[src/rtl/alu_arbiter_if.sv]
// Request/response bundle between NUM_REQ requesters and the shared-ALU arbiter.
// Requester-side ports are packed per index: op slice i = [5i+4:5i], operand slice i = [32i+31:32i].
interface alu_arbiter_if #(
  parameter int unsigned NUM_REQ = 2,
  parameter int unsigned ID_W    = (NUM_REQ > 1) ? $clog2(NUM_REQ) : 1
);
  logic [NUM_REQ-1:0]    req_valid;
  logic [NUM_REQ-1:0]    req_ready;
  logic [NUM_REQ*5-1:0]  req_op;
  logic [NUM_REQ*32-1:0] req_rs1;
  logic [NUM_REQ*32-1:0] req_rs2;
  logic                  rsp_valid;
  logic                  rsp_ready;
  logic [ID_W-1:0]       rsp_id;
  logic [31:0]           rsp_data;
  logic                  rsp_err;

  modport master (
    output req_valid, req_op, req_rs1, req_rs2, rsp_ready,
    input  req_ready, rsp_valid, rsp_id, rsp_data, rsp_err
  );

  modport slave (
    input  req_valid, req_op, req_rs1, req_rs2, rsp_ready,
    output req_ready, rsp_valid, rsp_id, rsp_data, rsp_err
  );
endinterface

[src/rtl/alu_arbiter.sv]
// Round-robin arbiter sharing one combinational ALU among NUM_REQ requesters.
// One op in flight: IDLE (grant) -> EXEC (ALU drives result) -> RESP (hold until consumed).
module alu_arbiter #(
  parameter int unsigned NUM_REQ = 2,
  parameter int unsigned ID_W    = (NUM_REQ > 1) ? $clog2(NUM_REQ) : 1
) (
  input  logic         clk,
  input  logic         rst,
  alu_arbiter_if.slave bus,
  output logic [4:0]   alu_control,
  output logic [31:0]  alu_rs1_val,
  output logic [31:0]  alu_rs2_val,
  input  logic [31:0]  alu_rd_write_val,
  output logic         busy
);

  typedef enum logic [1:0] {StIdle, StExec, StResp} state_e;

  state_e          state_q, state_d;
  logic [ID_W-1:0] rr_ptr_q, rr_ptr_d;
  logic [4:0]      alu_control_q, alu_control_d;
  logic [31:0]     rs1_q, rs1_d;
  logic [31:0]     rs2_q, rs2_d;
  logic            rsp_valid_q, rsp_valid_d;
  logic [ID_W-1:0] rsp_id_q, rsp_id_d;
  logic [31:0]     rsp_data_q, rsp_data_d;
  logic            rsp_err_q, rsp_err_d;
  logic            busy_q, busy_d;

  logic [4:0]      op_arr  [NUM_REQ];
  logic [31:0]     rs1_arr [NUM_REQ];
  logic [31:0]     rs2_arr [NUM_REQ];
  logic [ID_W-1:0] cand;
  logic [ID_W-1:0] grant_idx;
  logic            grant_found;

  for (genvar g = 0; g < NUM_REQ; g++) begin : g_unpack
    assign op_arr[g]  = bus.req_op[5*g +: 5];
    assign rs1_arr[g] = bus.req_rs1[32*g +: 32];
    assign rs2_arr[g] = bus.req_rs2[32*g +: 32];
  end

  function automatic logic [ID_W-1:0] wrap_inc(input logic [ID_W-1:0] v);
    return (v == ID_W'(NUM_REQ - 1)) ? '0 : v + 1'b1;
  endfunction

  // Search starts one past the last winner, so the last winner has lowest priority.
  always_comb begin
    cand        = wrap_inc(rr_ptr_q);
    grant_found = 1'b0;
    grant_idx   = '0;
    for (int unsigned k = 0; k < NUM_REQ; k++) begin
      if (!grant_found && bus.req_valid[cand]) begin
        grant_found = 1'b1;
        grant_idx   = cand;
      end
      cand = wrap_inc(cand);
    end
  end

  assign bus.req_ready = (state_q == StIdle && !rst && grant_found) ?
                         (NUM_REQ'(1) << grant_idx) : '0;

  always_comb begin
    state_d       = state_q;
    rr_ptr_d      = rr_ptr_q;
    alu_control_d = 5'd0;
    rs1_d         = rs1_q;
    rs2_d         = rs2_q;
    rsp_valid_d   = rsp_valid_q;
    rsp_id_d      = rsp_id_q;
    rsp_data_d    = rsp_data_q;
    rsp_err_d     = rsp_err_q;
    unique case (state_q)
      StIdle: begin
        if (grant_found) begin
          alu_control_d = op_arr[grant_idx];
          rs1_d         = rs1_arr[grant_idx];
          rs2_d         = rs2_arr[grant_idx];
          rsp_id_d      = grant_idx;
          rr_ptr_d      = grant_idx;
          state_d       = StExec;
        end
      end
      StExec: begin
        // alu_control_q carries the latched op for exactly this cycle.
        rsp_data_d  = alu_rd_write_val;
        rsp_err_d   = (alu_control_q == 5'd0) || (alu_control_q > 5'd8);
        rsp_valid_d = 1'b1;
        state_d     = StResp;
      end
      StResp: begin
        if (bus.rsp_ready) begin
          rsp_valid_d = 1'b0;
          state_d     = StIdle;
        end
      end
      default: state_d = StIdle;
    endcase
    busy_d = (state_d != StIdle);
  end

  always_ff @(posedge clk) begin
    if (rst) begin
      state_q       <= StIdle;
      rr_ptr_q      <= ID_W'(NUM_REQ - 1);
      alu_control_q <= 5'd0;
      rs1_q         <= '0;
      rs2_q         <= '0;
      rsp_valid_q   <= 1'b0;
      rsp_id_q      <= '0;
      rsp_data_q    <= '0;
      rsp_err_q     <= 1'b0;
      busy_q        <= 1'b0;
    end else begin
      state_q       <= state_d;
      rr_ptr_q      <= rr_ptr_d;
      alu_control_q <= alu_control_d;
      rs1_q         <= rs1_d;
      rs2_q         <= rs2_d;
      rsp_valid_q   <= rsp_valid_d;
      rsp_id_q      <= rsp_id_d;
      rsp_data_q    <= rsp_data_d;
      rsp_err_q     <= rsp_err_d;
      busy_q        <= busy_d;
    end
  end

  assign alu_control   = alu_control_q;
  assign alu_rs1_val   = rs1_q;
  assign alu_rs2_val   = rs2_q;
  assign busy          = busy_q;
  assign bus.rsp_valid = rsp_valid_q;
  assign bus.rsp_id    = rsp_id_q;
  assign bus.rsp_data  = rsp_data_q;
  assign bus.rsp_err   = rsp_err_q;

endmodule

[src/flat_wrapper.sv]
// flat-port wrapper written by rule: the top's interface ports become plain ports
module alu_arbiter_flat 
#(
  parameter int unsigned NUM_REQ = 2,
  parameter int unsigned ID_W    = (NUM_REQ > 1) ? $clog2(NUM_REQ) : 1
)
  (clk, rst, alu_control, alu_rs1_val, alu_rs2_val, alu_rd_write_val, busy, bus_req_valid, bus_req_op, bus_req_rs1, bus_req_rs2, bus_rsp_ready, bus_req_ready, bus_rsp_valid, bus_rsp_id, bus_rsp_data, bus_rsp_err);
  alu_arbiter_if #(.NUM_REQ(NUM_REQ), .ID_W(ID_W)) bus_i ();
  input  logic clk;
  input  logic rst;
  output logic [4:0] alu_control;
  output logic [31:0] alu_rs1_val;
  output logic [31:0] alu_rs2_val;
  input  logic [31:0] alu_rd_write_val;
  output logic busy;
  input wire logic [$bits(bus_i.req_valid)-1:0] bus_req_valid;
  input wire logic [$bits(bus_i.req_op)-1:0] bus_req_op;
  input wire logic [$bits(bus_i.req_rs1)-1:0] bus_req_rs1;
  input wire logic [$bits(bus_i.req_rs2)-1:0] bus_req_rs2;
  input wire logic [$bits(bus_i.rsp_ready)-1:0] bus_rsp_ready;
  output wire logic [$bits(bus_i.req_ready)-1:0] bus_req_ready;
  output wire logic [$bits(bus_i.rsp_valid)-1:0] bus_rsp_valid;
  output wire logic [$bits(bus_i.rsp_id)-1:0] bus_rsp_id;
  output wire logic [$bits(bus_i.rsp_data)-1:0] bus_rsp_data;
  output wire logic [$bits(bus_i.rsp_err)-1:0] bus_rsp_err;
  assign bus_i.req_valid = bus_req_valid;
  assign bus_i.req_op = bus_req_op;
  assign bus_i.req_rs1 = bus_req_rs1;
  assign bus_i.req_rs2 = bus_req_rs2;
  assign bus_i.rsp_ready = bus_rsp_ready;
  assign bus_req_ready = bus_i.req_ready;
  assign bus_rsp_valid = bus_i.rsp_valid;
  assign bus_rsp_id = bus_i.rsp_id;
  assign bus_rsp_data = bus_i.rsp_data;
  assign bus_rsp_err = bus_i.rsp_err;
  alu_arbiter #(.NUM_REQ(NUM_REQ), .ID_W(ID_W)) u_core (.clk(clk), .rst(rst), .bus(bus_i), .alu_control(alu_control), .alu_rs1_val(alu_rs1_val), .alu_rs2_val(alu_rs2_val), .alu_rd_write_val(alu_rd_write_val), .busy(busy));
endmodule
[config.mk]
export PLATFORM = sky130hd
export DESIGN_NAME = alu_arbiter_flat
export DESIGN_NICKNAME = d
export VERILOG_FILES = /design/src/rtl/alu_arbiter_if.sv /design/src/rtl/alu_arbiter.sv /design/src/flat_wrapper.sv
export SDC_FILE = /design/constraint.sdc
export NUM_CORES = 1
export LEC_CHECK = 0
export ABC_AREA = 1
export ABC_CLOCK_PERIOD_IN_PS = 1050
export BUFFER_PORTS_ARGS = -buffer_cell sky130_fd_sc_hd__buf_2
export CAP_MARGIN = 5
export CORE_MARGIN = 4
export CORE_UTILIZATION = 30
export CTS_CLUSTER_DIAMETER = 60
export CTS_CLUSTER_SIZE = 24
export DETAILED_ROUTE_END_ITERATION = 16
export GPL_TIMING_DRIVEN = 1
export PLACE_DENSITY_LB_ADDON = 0.08
export SLEW_MARGIN = 5
export SYNTH_ARGS = -nofsm -noshare
export SYNTH_HDL_FRONTEND = slang
export SYNTH_SLANG_ARGS = --single-unit
[constraint.sdc]
create_clock -name clk -period 1.05 [get_ports clk]
set_input_delay 0.21 -clock clk [delete_from_list [all_inputs] [get_ports clk]]
set_output_delay 0.21 -clock clk [all_outputs]
set_load 0.05 [all_outputs]
==> results.yml <==
logic_synthesis:
  synth_seq_cells: 108
  avgSynthCellArea_um2: 5.96
  synth.top_cell.area_share: 0.408
  yosysTopAreaCell: "dfxtp_1"
  synth_seq_area_share: 0.408
  ys_warn_count: 0
  yosysUniqueCellTypes: 14
  synth_nets: 1064
  ys_top_cells_by_area: "dfxtp_1 41%, nor2_1 19%, nand2_1 15%"
  syn_area_um2: 5300
  synthCells: 889
routing:
  dr_total_vias: 6156
  drtIter0Drc: 156
  avgViaCountPerCell: 4.28
  drtPass1Iterations: 4
  drc_errors: 0
  drtAntennaViolNets: 0
  wirelength_mm: 20.1
  wl_per_cell_um: 14.0
layout:
  fin_area_um2: 9570
  fillCellCount: 1732
  layout.nets: 1381
  drive_gt1_frac: 0.448
  syn_to_final_growth_pct: 80.7
  fin_util: 0.553
clocking:
  cts_buffer_depth: 2
  htree_levels: 3
  cts_buffers: 9
  cts_tree: "built"
  cts_root_buf: "clkbuf_16"
  cts.sinks: 108
  postCtsHoldBufs: 0
  clock_latency_ps: 360
  clk_pin_slew_ps: 80
sta:
  tns_ps: -36730
  finClkSkew_ps: 11.4
  max_freq_ghz: 0.668
  setup_ws_ps: -446
  setup_viol: 207
  tightestPinTransition_ps: 337
  fin_crit_sh: 1.42
  finalHoldWorstSlack_ps: 89.2
  rsz0062_at_grt: "yes"
  hold_viol: 0
  fin_crit_ps: 1500
  relSlewSlack: 0.775
  slew_viol_final: 0
critical_path:
  crit_path_end_kind: "output pin"
  crit_type: "flip-flop to output pin"
  startpoint_type: "flip-flop"
  path_max_fanout: 3
  cp.required_ps: 840
  crit_arrival_ps: 1290
global_route:
  grt_pass1_wl_mm: 31.4
  antenna_found_initial: 1
  grt_max_degree: 36
  grt_pass1_vias: 5966
  grt_overflow: 0
  track_usage: 0.198
place:
  dp_hpwl_mm: 13.3
  place.gp.congestion: 0.795
  dpl_cell_area_um2: 7270
  io_buffers: 281
floorplanning:
  start_util: 0.306
  fp.dieH_um: 141
  die_width_um: 141
  rows: 48
  core_area_um2: 17300
  pin_count: 282
  die_area_um2: 19800
run_status:
  failed_checks: "negative setup slack"
  status: "complete, but fails checks"
run:
  cap_violations: 0
power:
  peakVddDrop_mv: 0.886
  leakage_nw: 5.01
  p_total_mw: 15.1
  pwr_density_cell_nw_per_um2: 1570
hold_path:
  hold_class: "input pin to flip-flop"
-- metrics by stage --
stage / setup WS (ps) / std cells
global route: -503 / 1436
finish: -446 / 1438
detailed placement: -289 / 1378
floorplan: -218 / 889
CTS: -489 / 1428
global placement: -261 / 1378
-- timing repair --
action / in CTS / in global routing
gates resized for setup: 474 / 25
endpoints found under the setup margin: 214 / 214
gates cloned: 13 / 1
pin swaps: 42 / 5
buffers inserted: 22 / 9
-- path summary, 6_finish.rpt --
path | end | start | depth (start not counted) | slack, ps
worst min-delay path | u_core.alu_control[3] | bus_req_op[8] | 3 | 90
worst max register to register | u_core.bus.rsp_data[13] | u_core.state_q[1] | 9 | -400
worst max-delay path | bus_req_ready[0] | u_core.state_q[1] | 6 | -450
worst min register to register | u_core.bus.rsp_data[19] | u_core.bus.rsp_data[19] | 2 | 500
-- cell usage in the layout (no fill, tap or decap), drive strengths merged --
| cell type | synthesis | layout |
|---|---|---|
| a21oi | 8 | 8 |
| buf | 30 | 354 |
| bufbuf | 0 | 1 |
| clkbuf | 21 | 10 |
| clkinv | 0 | 3 |
| clkinvlp | 0 | 1 |
| dfxtp | 108 | 108 |
| diode | 0 | 2 |
| inv | 137 | 140 |
| nand2 | 216 | 216 |
| nand3 | 67 | 67 |
| nand3b | 1 | 1 |
| nor2 | 267 | 267 |
| o21ai | 34 | 35 |
-- synth_stat cells, drive strengths merged --
master and n:
nor2 267, nand2 216, inv 137, dfxtp 108, nand3 67, o21ai 34, buf 30, clkbuf 21
a21oi 8, nand3b 1
-- layer usage --
layer | track usage | wire length, um
met2 | 0.338 | 9910
met4 | 0.0546 | 297
met3 | 0.0519 | 1360
met5 | 0 | 7
met1 | 0.247 | 8560
-- report_power, final --
part	total [mW]	internal, mW	switching (mW)
clock	3.40	1.67	1.73
combinational	6.55	2.93	3.62
sequential	5.10	4.68	0.421
-- final cells by class --
| cell class | count | area, um2 | share of cell area |
|---|---|---|---|
| repair buffers | 356 | 3590 | 0.375 |
| multi-input cells | 594 | 2590 | 0.271 |
| flip-flops and latches | 108 | 2300 | 0.240 |
| inverters | 137 | 515 | 0.0539 |
| well taps | 225 | 282 | 0.0294 |
| clock buffers | 9 | 225 | 0.0235 |
| clock inverters | 7 | 66.3 | 0.00693 |
| diodes | 2 | 5.00 | 0.000523 |
-- cells by family (layout without fill, tap and decap cells) --
| family | count (synthesis) | in the layout | synth area share |
|---|---|---|---|
| AND/OR/NAND/NOR | 551 | 551 | 0.407 |
| buffers and inverters | 188 | 509 | 0.143 |
| flip-flops | 108 | 108 | 0.408 |
| AO/OA/AOI/OAI | 42 | 43 | 0.0418 |
| other | 0 | 2 | 0 |
-- registers in the layout, summed over array words and instances (netlist names) --
signal                flops
u_core.alu_control        5
u_core.alu_rs1_val       32
u_core.alu_rs2_val       32
u_core.bus.rsp_data      32
u_core.bus.rsp_err        1
u_core.bus.rsp_id         1
u_core.bus.rsp_valid      1
u_core.busy               1
u_core.rr_ptr_q           1
u_core.state_q            2
-- worst max-delay path, cell delays in order, from the launching register on --
cell and delay [ps]:
dfxtp_2 350, inv_2 60, nand2_2 60, nor2_4 120, nand2_4 80, nor2_4 110, buf_12 140
Note: power is estimated with default switching activity, not from simulation.
